`src/rtl/linear_layer_start_fifo_srl_ctrl.sv`:
```
// linear_layer_start_fifo_srl_ctrl
// Purpose : start-token FIFO built on a shift-register array, first-word-fall-through
//           read side, for start propagation between HLS dataflow processes.
// Ports   : clk/reset (sync, active-high); write side if_write_ce/if_write/if_din,
//           if_full_n; read side if_read_ce/if_read/if_dout/if_empty_n;
//           if_num_data_valid (occupancy), if_fifo_cap (constant DEPTH).
// Latency : write-to-read 1 cycle; pop frees space 1 cycle later; flags registered,
//           so there is no combinational path from request inputs to flags.
module linear_layer_start_fifo_srl_ctrl #(
  parameter int DATA_WIDTH = 1,
  parameter int ADDR_WIDTH = 5,
  parameter int DEPTH      = 17
) (
  input  logic                  clk,
  input  logic                  reset,
  input  logic                  if_write_ce,
  input  logic                  if_write,
  input  logic [DATA_WIDTH-1:0] if_din,
  output logic                  if_full_n,
  input  logic                  if_read_ce,
  input  logic                  if_read,
  output logic [DATA_WIDTH-1:0] if_dout,
  output logic                  if_empty_n,
  output logic [ADDR_WIDTH:0]   if_num_data_valid,
  output logic [ADDR_WIDTH:0]   if_fifo_cap
);

  localparam logic [ADDR_WIDTH:0]   LP_DEPTH = (ADDR_WIDTH+1)'(DEPTH);
  localparam logic [ADDR_WIDTH:0]   CNT_ONE  = (ADDR_WIDTH+1)'(1);
  localparam logic [ADDR_WIDTH-1:0] ADDR_ONE = ADDR_WIDTH'(1);

  logic [DATA_WIDTH-1:0] r_mem [0:DEPTH-1];
  logic [ADDR_WIDTH:0]   r_cnt;
  logic [ADDR_WIDTH:0]   w_cnt_next;
  logic [ADDR_WIDTH-1:0] r_rd_addr;
  logic [ADDR_WIDTH-1:0] w_rd_addr_next;
  logic                  r_empty_n;
  logic                  r_full_n;
  logic                  w_wr_acc;
  logic                  w_rd_acc;

  // Accept only against the registered flags, so a write while full or a read
  // while empty is dropped without touching any state.
  assign w_wr_acc = if_write & if_write_ce & r_full_n;
  assign w_rd_acc = if_read  & if_read_ce  & r_empty_n;

  // rd_addr tracks cnt-1 (the oldest entry). On a simultaneous read+write the
  // shift brings the second-oldest token under the unchanged address.
  always_comb begin
    w_cnt_next     = r_cnt;
    w_rd_addr_next = r_rd_addr;
    if (w_wr_acc && !w_rd_acc) begin
      w_cnt_next = r_cnt + CNT_ONE;
      if (r_cnt != '0) begin
        w_rd_addr_next = r_rd_addr + ADDR_ONE;
      end
    end else if (w_rd_acc && !w_wr_acc) begin
      w_cnt_next = r_cnt - CNT_ONE;
      if (r_cnt > CNT_ONE) begin
        w_rd_addr_next = r_rd_addr - ADDR_ONE;
      end
    end
  end

  always_ff @(posedge clk) begin
    if (reset) begin
      r_cnt     <= '0;
      r_rd_addr <= '0;
      r_empty_n <= 1'b0;
      r_full_n  <= 1'b1;
    end else begin
      r_cnt     <= w_cnt_next;
      r_rd_addr <= w_rd_addr_next;
      r_empty_n <= (w_cnt_next != '0);
      r_full_n  <= (w_cnt_next != LP_DEPTH);
    end
  end

  // Storage is not reset; a reset write is suppressed so contents are retained.
  always_ff @(posedge clk) begin
    if (w_wr_acc && !reset) begin
      for (int i = DEPTH-1; i > 0; i--) begin
        r_mem[i] <= r_mem[i-1];
      end
      r_mem[0] <= if_din;
    end
  end

  assign if_dout           = r_mem[r_rd_addr];
  assign if_empty_n        = r_empty_n;
  assign if_full_n         = r_full_n;
  assign if_num_data_valid = r_cnt;
  assign if_fifo_cap       = LP_DEPTH;

endmodule

```
`config.mk`:
```
export PLATFORM = sky130hd
export DESIGN_NAME = linear_layer_start_fifo_srl_ctrl
export DESIGN_NICKNAME = d
export VERILOG_FILES = /design/src/rtl/linear_layer_start_fifo_srl_ctrl.sv
export SDC_FILE = /design/constraint.sdc
export NUM_CORES = 1
export LEC_CHECK = 0
export ABC_AREA = 1
export BUFFER_PORTS_ARGS = -buffer_cell sky130_fd_sc_hd__buf_4
export CAP_MARGIN = 20
export CELL_PAD_IN_SITES_DETAIL_PLACEMENT = 2
export CELL_PAD_IN_SITES_GLOBAL_PLACEMENT = 2
export CORE_MARGIN = 1.5
export CORE_UTILIZATION = 30
export DETAILED_ROUTE_END_ITERATION = 10
export PLACE_DENSITY_LB_ADDON = 0.1
export SYNTH_ARGS = -nofsm -noshare
export SYNTH_HDL_FRONTEND = slang
export SYNTH_SLANG_ARGS = --single-unit
```
`constraint.sdc`:
```
create_clock -name clk -period 2.5 [get_ports clk]
set_input_delay 0 -clock clk [delete_from_list [all_inputs] [get_ports clk]]
set_output_delay 0 -clock clk [all_outputs]
set_load 0.005 [all_outputs]
```
# Word level (Yosys, flattened, before mapping)
# Memories as Yosys holds them, arrays and structs flattened. A register that Yosys moved wholly into a read port is not among the register bits.
# Cells that the tools add are included.
# word_totals
regBits	13
mem_count	1
wordCells	37
in_bits	7
ram_bits	17
# memory_table
name	words	word_bits	read_ports	rd_clocked_by_memory_dff	wr	line	source
r_mem	17	1	17	1	17	32	logic [DATA_WIDTH-1:0] r_mem [0:DEPTH-1];
# op_classes
n_eq_ne	2
n_bitwise	4
reduce_logical	11
n_lt_le_gt_ge	1
n_addsub	4
muxes	10
# ops
op	count
$mux 5	6
$mux 6	2
$reduce_bool 6->1	2
$add 6x1->6 const B	1
$gt 6x1->1 const B	1
$ne 6x5->1 const B	1
$sub 6x1->6 const B	1
$add 5x1->5 const B	1
$sub 5x1->5 const B	1
$and 1x1->1	4
$reduce_bool 2->1	2
$logic_and 1x1->1	3
$logic_not 1->1	3
$reduce_and 3->1	1
$mux 1	2
$ne 2x1->1 const B	1

# Logic depth before layout (Yosys ltp)
# Gate-level depths: netlist of the first run.
# logic_depth
depth_word	8
depth_mapped	15
mapped_depth_nobuf	14

# Least setup slack after synthesis of the first run
# OpenSTA, ideal clock, no wires.
# synth_timing
path_type	reg2reg
start	register r_full_n, in the netlist if_full_n
end	register (tool-made name)
setup_time_ns	0.071
arrival_ns	1.855
path_slack_ns	0.574
n_path_buf	1
required_time_ns	2.429
stages_incl_launch_ff	13
cell_sequence	dfxtp_1 -> inv_1 -> nor3_1 -> ha_1 -> buf_6 -> inv_4 -> ha_1 -> or2_2 -> nand2_1 -> nand2_1 -> nand2_1 -> nand2_1 -> a21oi_2
# synth_rtl
item	line	source
from (decl)	38	logic r_full_n;
from (signal assigned)	75	r_full_n <= (w_cnt_next != LP_DEPTH);

# Final worst setup path of the first run
# layout_timing
start	register r_full_n, in the netlist if_full_n
end	register r_rd_addr[4]
# layout_via
elab_chain_len	5
elab_cells_between_ends	9
# layout_rtl
item	line	source
$and 1x1->1 *	44	assign w_wr_acc = if_write & if_write_ce & r_full_n;
$logic_not 1->1	57	end else if (w_rd_acc && !w_wr_acc) begin
$logic_and 1x1->1	57	
$reduce_bool 2->1 (no line)	--	
$reduce_and 3->1 (no line)	--	
to (signal assigned)	73	r_rd_addr <= w_rd_addr_next;
to (decl)	35	logic [ADDR_WIDTH-1:0] r_rd_addr;
# Every way passes the cells marked *; elsewhere a longest branch is shown, timed or not.
# A chain may end at the register's enable or synchronous reset.

==> flow_summary.toml, run 1 <==
[yosys]
synth_seq_area_share_pct = 47.8
netlist_instances = 217
post-synth-top-area-cell = "edfxtp_1"
synth_area_leaders = "edfxtp_1 28%, dfxtp_1 20%, nand2_1 12%"
yosys.area.top_type_share_pct = 28.0
synth-seq-cells = 35
async_reset_ff_share_pct = 0
dominantRegCellSynth = "dfxtp_1"
most_common_cell_in_the_synthesized_netlist = "nand2_1"
synth.yosys.warnings = 0
post_synth_instance_area_um2 = 1820
yosys-top-cells-count = "59 x nand2_1, 23 x inv_1, 23 x nand3_1, 18 x dfxtp_1, 18 x nor2_1"
mean_instance_size_in_the_synthesized_netlist_um2 = 8.40
number_of_synthesized_flops_with_an_enable_pin = 17
synth.lib_cells_used.distinct = 31

[finish]
area_growth_pct = 14.7
fillers = 695
diodes = 0
num-nets-final = 253
drive_above_1_share_pct = 17.6
regArea_um2 = 871
total_area_of_multi_input_combinational_cells_um2 = 782
final_core_utilization_pct = 35.5

[detailed_routing]
wire_per_inst_um = 14.9
via_count = 1450
detail_routed_via_count_per_cell = 4.63
route.detailed.drc = 0
drt_first_pass_iters = 4
routed_wl_um = 4670
drtIter0Drc = 65
drt.antenna.violating_nets = 0

[floorplanning]
standard_cell_rows = 28
die_area_um2 = 6550
placeableCoreArea_um2 = 5890
floorplan.initialDensity_pct = 31.0
die_y_um = 80.9
die_x_um = 80.9
io-pin-count = 22

[grt]
antenna_found_initial = 0
gr-usage-met2_pct = 25.4
global_route.usage.met3_pct = 3.71
grt_first_pass_wirelength_um = 7650
track_usage_pct = 15.6
met1_usage_pct = 20.5
overflow = 0
grt_busiest_layer = "met2"
grt_start_max_net_pins = 18
vias_in_the_first_global_route = 1577

[timing]
maximum_frequency_from_static_timing_analysis_ghz = 0.454
fin_tns_setup_ps = 0
worst_clock_skew_ps = 11.8
finalHoldViolCount = 0
finalCritPeriodShare_pct = 88.2
drv_slew = 0
grt_setup_unrepaired = "no"
finalWorstPathRequiredPeriod_ps = 2200
setup_viol = 0

[clocking]
clock_sinks = 35
clk_transition_reported_paths_ps = 80
clk_latency_ps = 290
cts_inserted_buffers = 5
clockRootBuffer = "clkbuf_8"
clockBufferDepth = 2
number_of_h_tree_branching_levels = 2
cts_tree = "yes"

[power_and_ir_drop]
cellPowerDensity_nw_per_um2 = 642
leak_pwr_nw = 0.931
ir_worst_vdd_v = 0.000297
total_power_w = 0.00134

[setup_path]
critical_path.endpoint = "r_rd_addr[4]"
rr_startpoint = "if_full_n"
worst-r2r-setup-slack_ps = 300
worst_setup_path_start_kind = "flip-flop"
critical_path_arrival_ps = 2420
timing.rr.end = "r_rd_addr[4]"
reg2reg_depth = 11
crit_type = "reg -> reg"
endpoint_kind = "flip-flop"
worst-path-max-fanout = 5
setup.worst_path.start = "if_full_n"
timing.critical_path.required_ps = 2710

[run]
max_cap_violations = 0

[place]
numPortBuffers = 15
hpwl_um = 3610
finalWeightedCongestion = 0.768

[hold_path]
hold_class = "in -> reg"

[status]
outcome = "finished, final reports clean"
## power breakdown
part	switching, W	internal (W)
Sequential	0.0000344	0.000633
Combinational	0.000160	0.000109
Clock	0.000211	0.000195
## metrics by stage
step                      instances  setup WS [ps]  cell area (µm²)  hold slack (ps)
after floorplan                 221            574             1840             98.9
after global placement          303            468             1980              183
after detailed placement        303            254             1980              181
after CTS                       313            188             2090              425
after global routing            313           49.8             2090              434
final                           313            296             2090              426
## placed cells by master, fill, tap and decap left out, drive strengths merged, types with 5 or more instances in the layout
master and instances:
edfxtp 17, nor2 19, clkbuf 6, dfxtp 18, nand2 62, inv 28
buf 17, nand3 23, ha 9, o21ai 5, conb 6, a21oi 10
## how the worst min path moves through the flow
stage	cells after the start	start	slack (ps)	end
2_1_floorplan	0	if_din	100	r_mem[0]
3_3_place_gp	1	if_din	180	r_mem[0]
3_5_place_dp	1	if_din	180	r_mem[0]
4_1_cts	5	if_read	420	flip-flop
5_1_grt	2	if_din	430	r_mem[0]
6_report	5	if_read	430	flip-flop
## cell families (layout without fill, tap and decap cells)
| group | count (synthesis) | in the layout | share of synthesized area [%] |
|---|---|---|---|
| adder cells (fa/ha/maj) | 9 | 9 | 6.18 |
| other | 2 | 6 | 0.412 |
| AO/OA/AOI/OAI | 17 | 17 | 6.39 |
| buffers and inverters | 38 | 55 | 10.2 |
| flip-flops | 35 | 35 | 47.8 |
| XOR/XNOR | 3 | 3 | 1.44 |
| AND/OR/NAND/NOR | 113 | 113 | 27.5 |
## worst max-delay path, cell delays in order, from the launching register on
cell and delay, ps:
dfxtp_1 340, inv_1 40, nor3_1 340, ha_2 360, inv_4 60, ha_1 310
or2_2 310, nand2_1 80, nand2_1 50, nand2_1 60, nand2_1 60, a21oi_2 130
## layer usage
layer / routed length [µm] / up-vias
met2: 2210 / 21
met3: 154 / 6
li1: - / 722
met1: 2250 / 701
met5: 0 / -
met4: 48 / 0
## layout make-up
type | count | share of cell area, %
clock buffers | 6 | 3.47
clock inverters | 2 | 0.599
inverters | 28 | 5.27
multi-input cells | 148 | 37.4
flip-flops and latches | 35 | 41.7
well taps | 75 | 4.49
repair buffers | 19 | 7.07
## timing repair
action | CTS | global route
endpoints found under the setup margin | 0 | 2
hold buffers | 2 | 0
endpoints found under the hold margin | 9 | 0
resized for setup | 0 | 1
setup buffers | 0 | 0
(Power assumes the default switching activity.)
==> run 2, diff against run 1 <==
CORE_UTILIZATION = 34   (was 30)
==> flow_summary.toml, run 2 (synthesis gave the netlist of run 1 again) <==
[status]
outcome = "finished, final reports clean"

[timing]
drv_slew = 0
setup_viol = 0
worst_clock_skew_ps = 9.08
maximum_frequency_from_static_timing_analysis_ghz = 0.448
finalWorstPathRequiredPeriod_ps = 2230
finalHoldViolCount = 0
finalCritPeriodShare_pct = 89.3
fin_tns_setup_ps = 0
fin_ws_ps = 268
grt_setup_unrepaired = "no"

[detailed_routing]
detail_routed_via_count_per_cell = 4.79
routed_wl_um = 4780
drtIter0Drc = 22
drt.antenna.violating_nets = 0
route.detailed.drc = 0
drt_first_pass_iters = 4
wire_per_inst_um = 15.6
via_count = 1469

[power_and_ir_drop]
cellPowerDensity_nw_per_um2 = 686
leak_pwr_nw = 0.940
total_power_w = 0.00144
ir_worst_vdd_v = 0.000205

[clocking]
number_of_h_tree_branching_levels = 2
clock_sinks = 35
cts_tree = "yes"
clockBufferDepth = 2
post-cts-setup-buffer-count = 0
cts_inserted_buffers = 5
clk_latency_ps = 300
clk_transition_reported_paths_ps = 80
clockRootBuffer = "clkbuf_8"

[grt]
grt_first_pass_wirelength_um = 8110
grt_start_max_net_pins = 18
overflow = 0
vias_in_the_first_global_route = 1642
antenna_found_initial = 0
track_usage_pct = 18.0

[setup_path]
worst_setup_path_start_kind = "flip-flop"
timing.critical_path.required_ps = 2730
cp_common_cell = "nand2_1"
critical-path-max-stage-delay_ps = 400
worst-path-max-fanout = 7
critical_path_arrival_ps = 2460
worst-r2r-setup-slack_ps = 270
timing.critical_path.slowest_stage_cell = "ha_2"
timing.critical_path.buf_inv = 2
reg2reg_depth = 11
rr_startpoint = "if_full_n"
cp_cell_sequence = "inv_1 -> nor3_1 -> ha_2 -> inv_4 -> ha_1 -> or2_2 -> nand2_1 -> nand2_1 -> nand2_1 -> nand2_1 -> a21oi_2"
crit_type = "reg -> reg"
endpoint_kind = "flip-flop"
crit_family = "simple AND/OR/NAND/NOR gates"

[floorplanning]
die_area_um2 = 5810
floorplan.initialDensity_pct = 35.4
io-pin-count = 22
standard_cell_rows = 26
placeableCoreArea_um2 = 5140
die_x_um = 76.2
die_y_um = 76.2

[hold_path]
timing.hold.worst.start = "if_read"
min_path_cells = 5
hold_class = "in -> reg"

[place]
numPortBuffers = 15
place_worst_setup_slack_ps = 172
finalWeightedCongestion = 0.779
placement.cell_area_um2 = 1970
hpwl_um = 3630

[finish]
layout.cells.most_common = "nand2_1"
final_core_utilization_pct = 40.8
num-nets-final = 252
finish.instance_area_um2 = 2100
layout.cells.most_common_list = "59 x nand2_1, 23 x nand3_1, 23 x inv_1, 18 x nor2_1, 18 x dfxtp_1"
diodes = 0
drive_above_1_share_pct = 17.3
area_growth_pct = 15.2

[run]
max_cap_violations = 0
run 2: report_power, final:
group | leakage (nW) | switching [W] | total, W | internal, W
Sequential | 0.303 | 0.0000331 | 0.000666 | 0.000633
Clock | 0.0556 | 0.000213 | 0.000505 | 0.000292
Combinational | 0.582 | 0.000161 | 0.000269 | 0.000108
Total | 0.940 | 0.000407 | 0.00144 | 0.00103
run 2: timing repair:
| item | 4_1_cts | 5_1_grt |
|---|---|---|
| setup endpoints to repair | 0 | 2 |
| gates resized for setup | 0 | 1 |
| hold endpoints to repair | 8 | 0 |
| hold buffers | 2 | 0 |
run 2: worst min-delay path, stage by stage:
cell,delay [ps]
buf_4,110
nand3_1,130
ha_1,150
o21bai_4,190
a21oi_1,90
run 2: cell type report:
type,instances,area [µm²]
multi-input cells,148,782
fillers,617,3040
clock buffers,5,68.8
repair buffers,18,140
well taps,70,87.6
clock inverters,3,38.8
flip-flops and latches,35,871
inverters,28,110
run 2: per-layer routing:
layer / wire length [µm] / up-vias / part of all wire [%] / GRT usage [%]
met5: 0 / - / 0 / 0
met4: 48 / 0 / 1.0 / 5.00
met3: 116 / 6 / 2.4 / 4.07
met2: 2710 / 14 / 57 / 35.1
met1: 1900 / 731 / 40 / 19.0
li1: - / 718 / - / -
run 2: worst max-delay path by stage:
stage | startpoint | end | cells after the start
after floorplan | if_full_n | flip-flop | 12
after global placement | if_full_n | flip-flop | 11
after detailed placement | if_full_n | flip-flop | 11
after CTS | if_full_n | flip-flop | 11
after global routing | if_full_n | flip-flop | 11
final | if_full_n | flip-flop | 11
run 2: through the flow:
| stage | hold slack, ps | std cells |
|---|---|---|
| detailed placement | 182 | 297 |
| global route | 440 | 307 |
| floorplan | 98.9 | 221 |
| CTS | 393 | 307 |
| global placement | 178 | 297 |
| finish | 408 | 307 |
==> run 3, diff against run 2 <==
clock period = 2.1 ns   (was 2.5 ns; I/O delays follow)
==> flow_summary.toml, run 3 (synthesis gave the netlist of run 1 again) <==
[detailed_routing]
drt_first_pass_iters = 4
drtIter0Drc = 60
drt.antenna.violating_nets = 0
via_count = 1469
wire_per_inst_um = 14.9
route.detailed.drc = 0
detail_routed_via_count_per_cell = 4.71
routed_wl_um = 4640

[setup_path]
worst_setup_path_start_kind = "flip-flop"
endpoint_kind = "flip-flop"
reg2reg_depth = 11
crit_type = "reg -> reg"
setup.worst_path.start = "if_full_n"
worst-r2r-setup-slack_ps = 220
worst-path-max-fanout = 4
critical_path_arrival_ps = 2100
rr_startpoint = "if_full_n"
timing.critical_path.required_ps = 2320

[finish]
area_growth_pct = 17.9
finish.instance_area_um2 = 2150
diodes = 0
layout.cells.most_common = "nand2_1"
layout.cells.most_common_list = "59 x nand2_1, 23 x nand3_1, 23 x inv_1, 21 x buf_4"
num-nets-final = 257
drive_above_1_share_pct = 20.2

[clocking]
clockBufferDepth = 2
clk_transition_reported_paths_ps = 70
cts_tree = "yes"
cts_inserted_buffers = 5
number_of_h_tree_branching_levels = 2
clockRootBuffer = "clkbuf_8"
clk_latency_ps = 290
clock_sinks = 35

[timing]
finalWorstPathRequiredPeriod_ps = 1880
grt_setup_unrepaired = "no"
maximum_frequency_from_static_timing_analysis_ghz = 0.532
finalCritPeriodShare_pct = 89.5
finalHoldWorstSlack_ps = 422
finalHoldViolCount = 0
fin_tns_setup_ps = 0
worst_clock_skew_ps = 8.27
setup_viol = 0
drv_slew = 0

[hold_path]
timing.hold.worst.start = "if_read_ce"
hold_class = "in -> reg"
min_path_cells = 5

[floorplanning]
die_area_um2 = 5810
die_x_um = 76.2
placeableCoreArea_um2 = 5140
floorplan.initialDensity_pct = 35.4
die_y_um = 76.2
io-pin-count = 22
standard_cell_rows = 26

[power_and_ir_drop]
clock_power_share_pct = 35.2
ir_worst_vdd_v = 0.000424
cellPowerDensity_nw_per_um2 = 806
power.switching_w = 0.000488
p_seq_share_pct = 45.6
internal_power_w = 0.00124
combPwrFrac_pct = 19.1
leak_pwr_nw = 0.968
power.switching_fraction_pct = 28.2

[grt]
grt_start_max_net_pins = 18
vias_in_the_first_global_route = 1598
grt_first_pass_wirelength_um = 7900
overflow = 0
track_usage_pct = 17.4
antenna_found_initial = 0

[place]
hpwl_um = 3540
finalWeightedCongestion = 0.794
placement.cell_area_um2 = 1990
numPortBuffers = 15

[status]
outcome = "finished, final reports clean"

[run]
max_cap_violations = 0
run 3: changes by cell type in the layout (fill, tap and decap cells not counted):
cell,delta
buf_4,+5
clkinv_1,-1
clkinv_4,+1
ha_1,-1
ha_2,+1
nor3_1,-1
nor3_2,+1
run 3: cell type report:
type | instances | area (µm²)
clock buffers | 5 | 68.8
clock inverters | 3 | 43.8
fillers | 622 | 2990
inverters | 28 | 110
multi-input cells | 148 | 790
flip-flops and latches | 35 | 871
well taps | 70 | 87.6
repair buffers | 23 | 178
run 3: power by group through the flow:
stage	combinational [W]	sequential (W)	clock, W
global placement	0.000311	0.000806	0
global route	0.000377	0.000798	0.000670
CTS	0.000335	0.000791	0.000629
finish	0.000331	0.000791	0.000610
floorplan	0.000234	0.000793	0
detailed placement	0.000326	0.000806	0
run 3: repair_timing:
action,in CTS,in global routing
hold endpoints to repair,9,0
gates cloned,0,0
pin swaps,0,1
setup endpoints to repair,2,8
hold buffers,2,0
setup buffers,0,2
gates resized for setup,1,2
run 3: worst min path at each step:
stage / to
floorplan: r_mem[0]
global placement: r_mem[0]
detailed placement: r_mem[0]
CTS: flip-flop
global route: r_mem[0]
finish: if_num_data_valid[1]
run 3: layer usage:
metal,global-route usage (%),vias up,part of all wire [%]
li1,-,730,-
met1,20.3,714,42
met2,32.1,19,55
met3,3.59,6,2.5
met4,4.44,0,1.1
met5,0,-,0
run 3: per-stage QoR:
stage,util (%),worst slack [ps],cells,total power (W)
floorplan,-,174,221,0.00103
global placement,38.7,160,300,0.00112
detailed placement,38.7,6.61,300,0.00113
CTS,41.4,20.8,310,0.00176
global route,41.8,64.5,312,0.00185
finish,41.8,221,312,0.00173
run 3: worst max-delay path, stage by stage, from the launching register on:
cell     delay (ps)
dfxtp_1         340
inv_1            50
nor3_2          140
ha_2            270
inv_4            50
ha_1            300
or2_2           290
nand2_1          80
nand2_1          50
nand2_1          60
nand2_1          60
a21oi_2         120
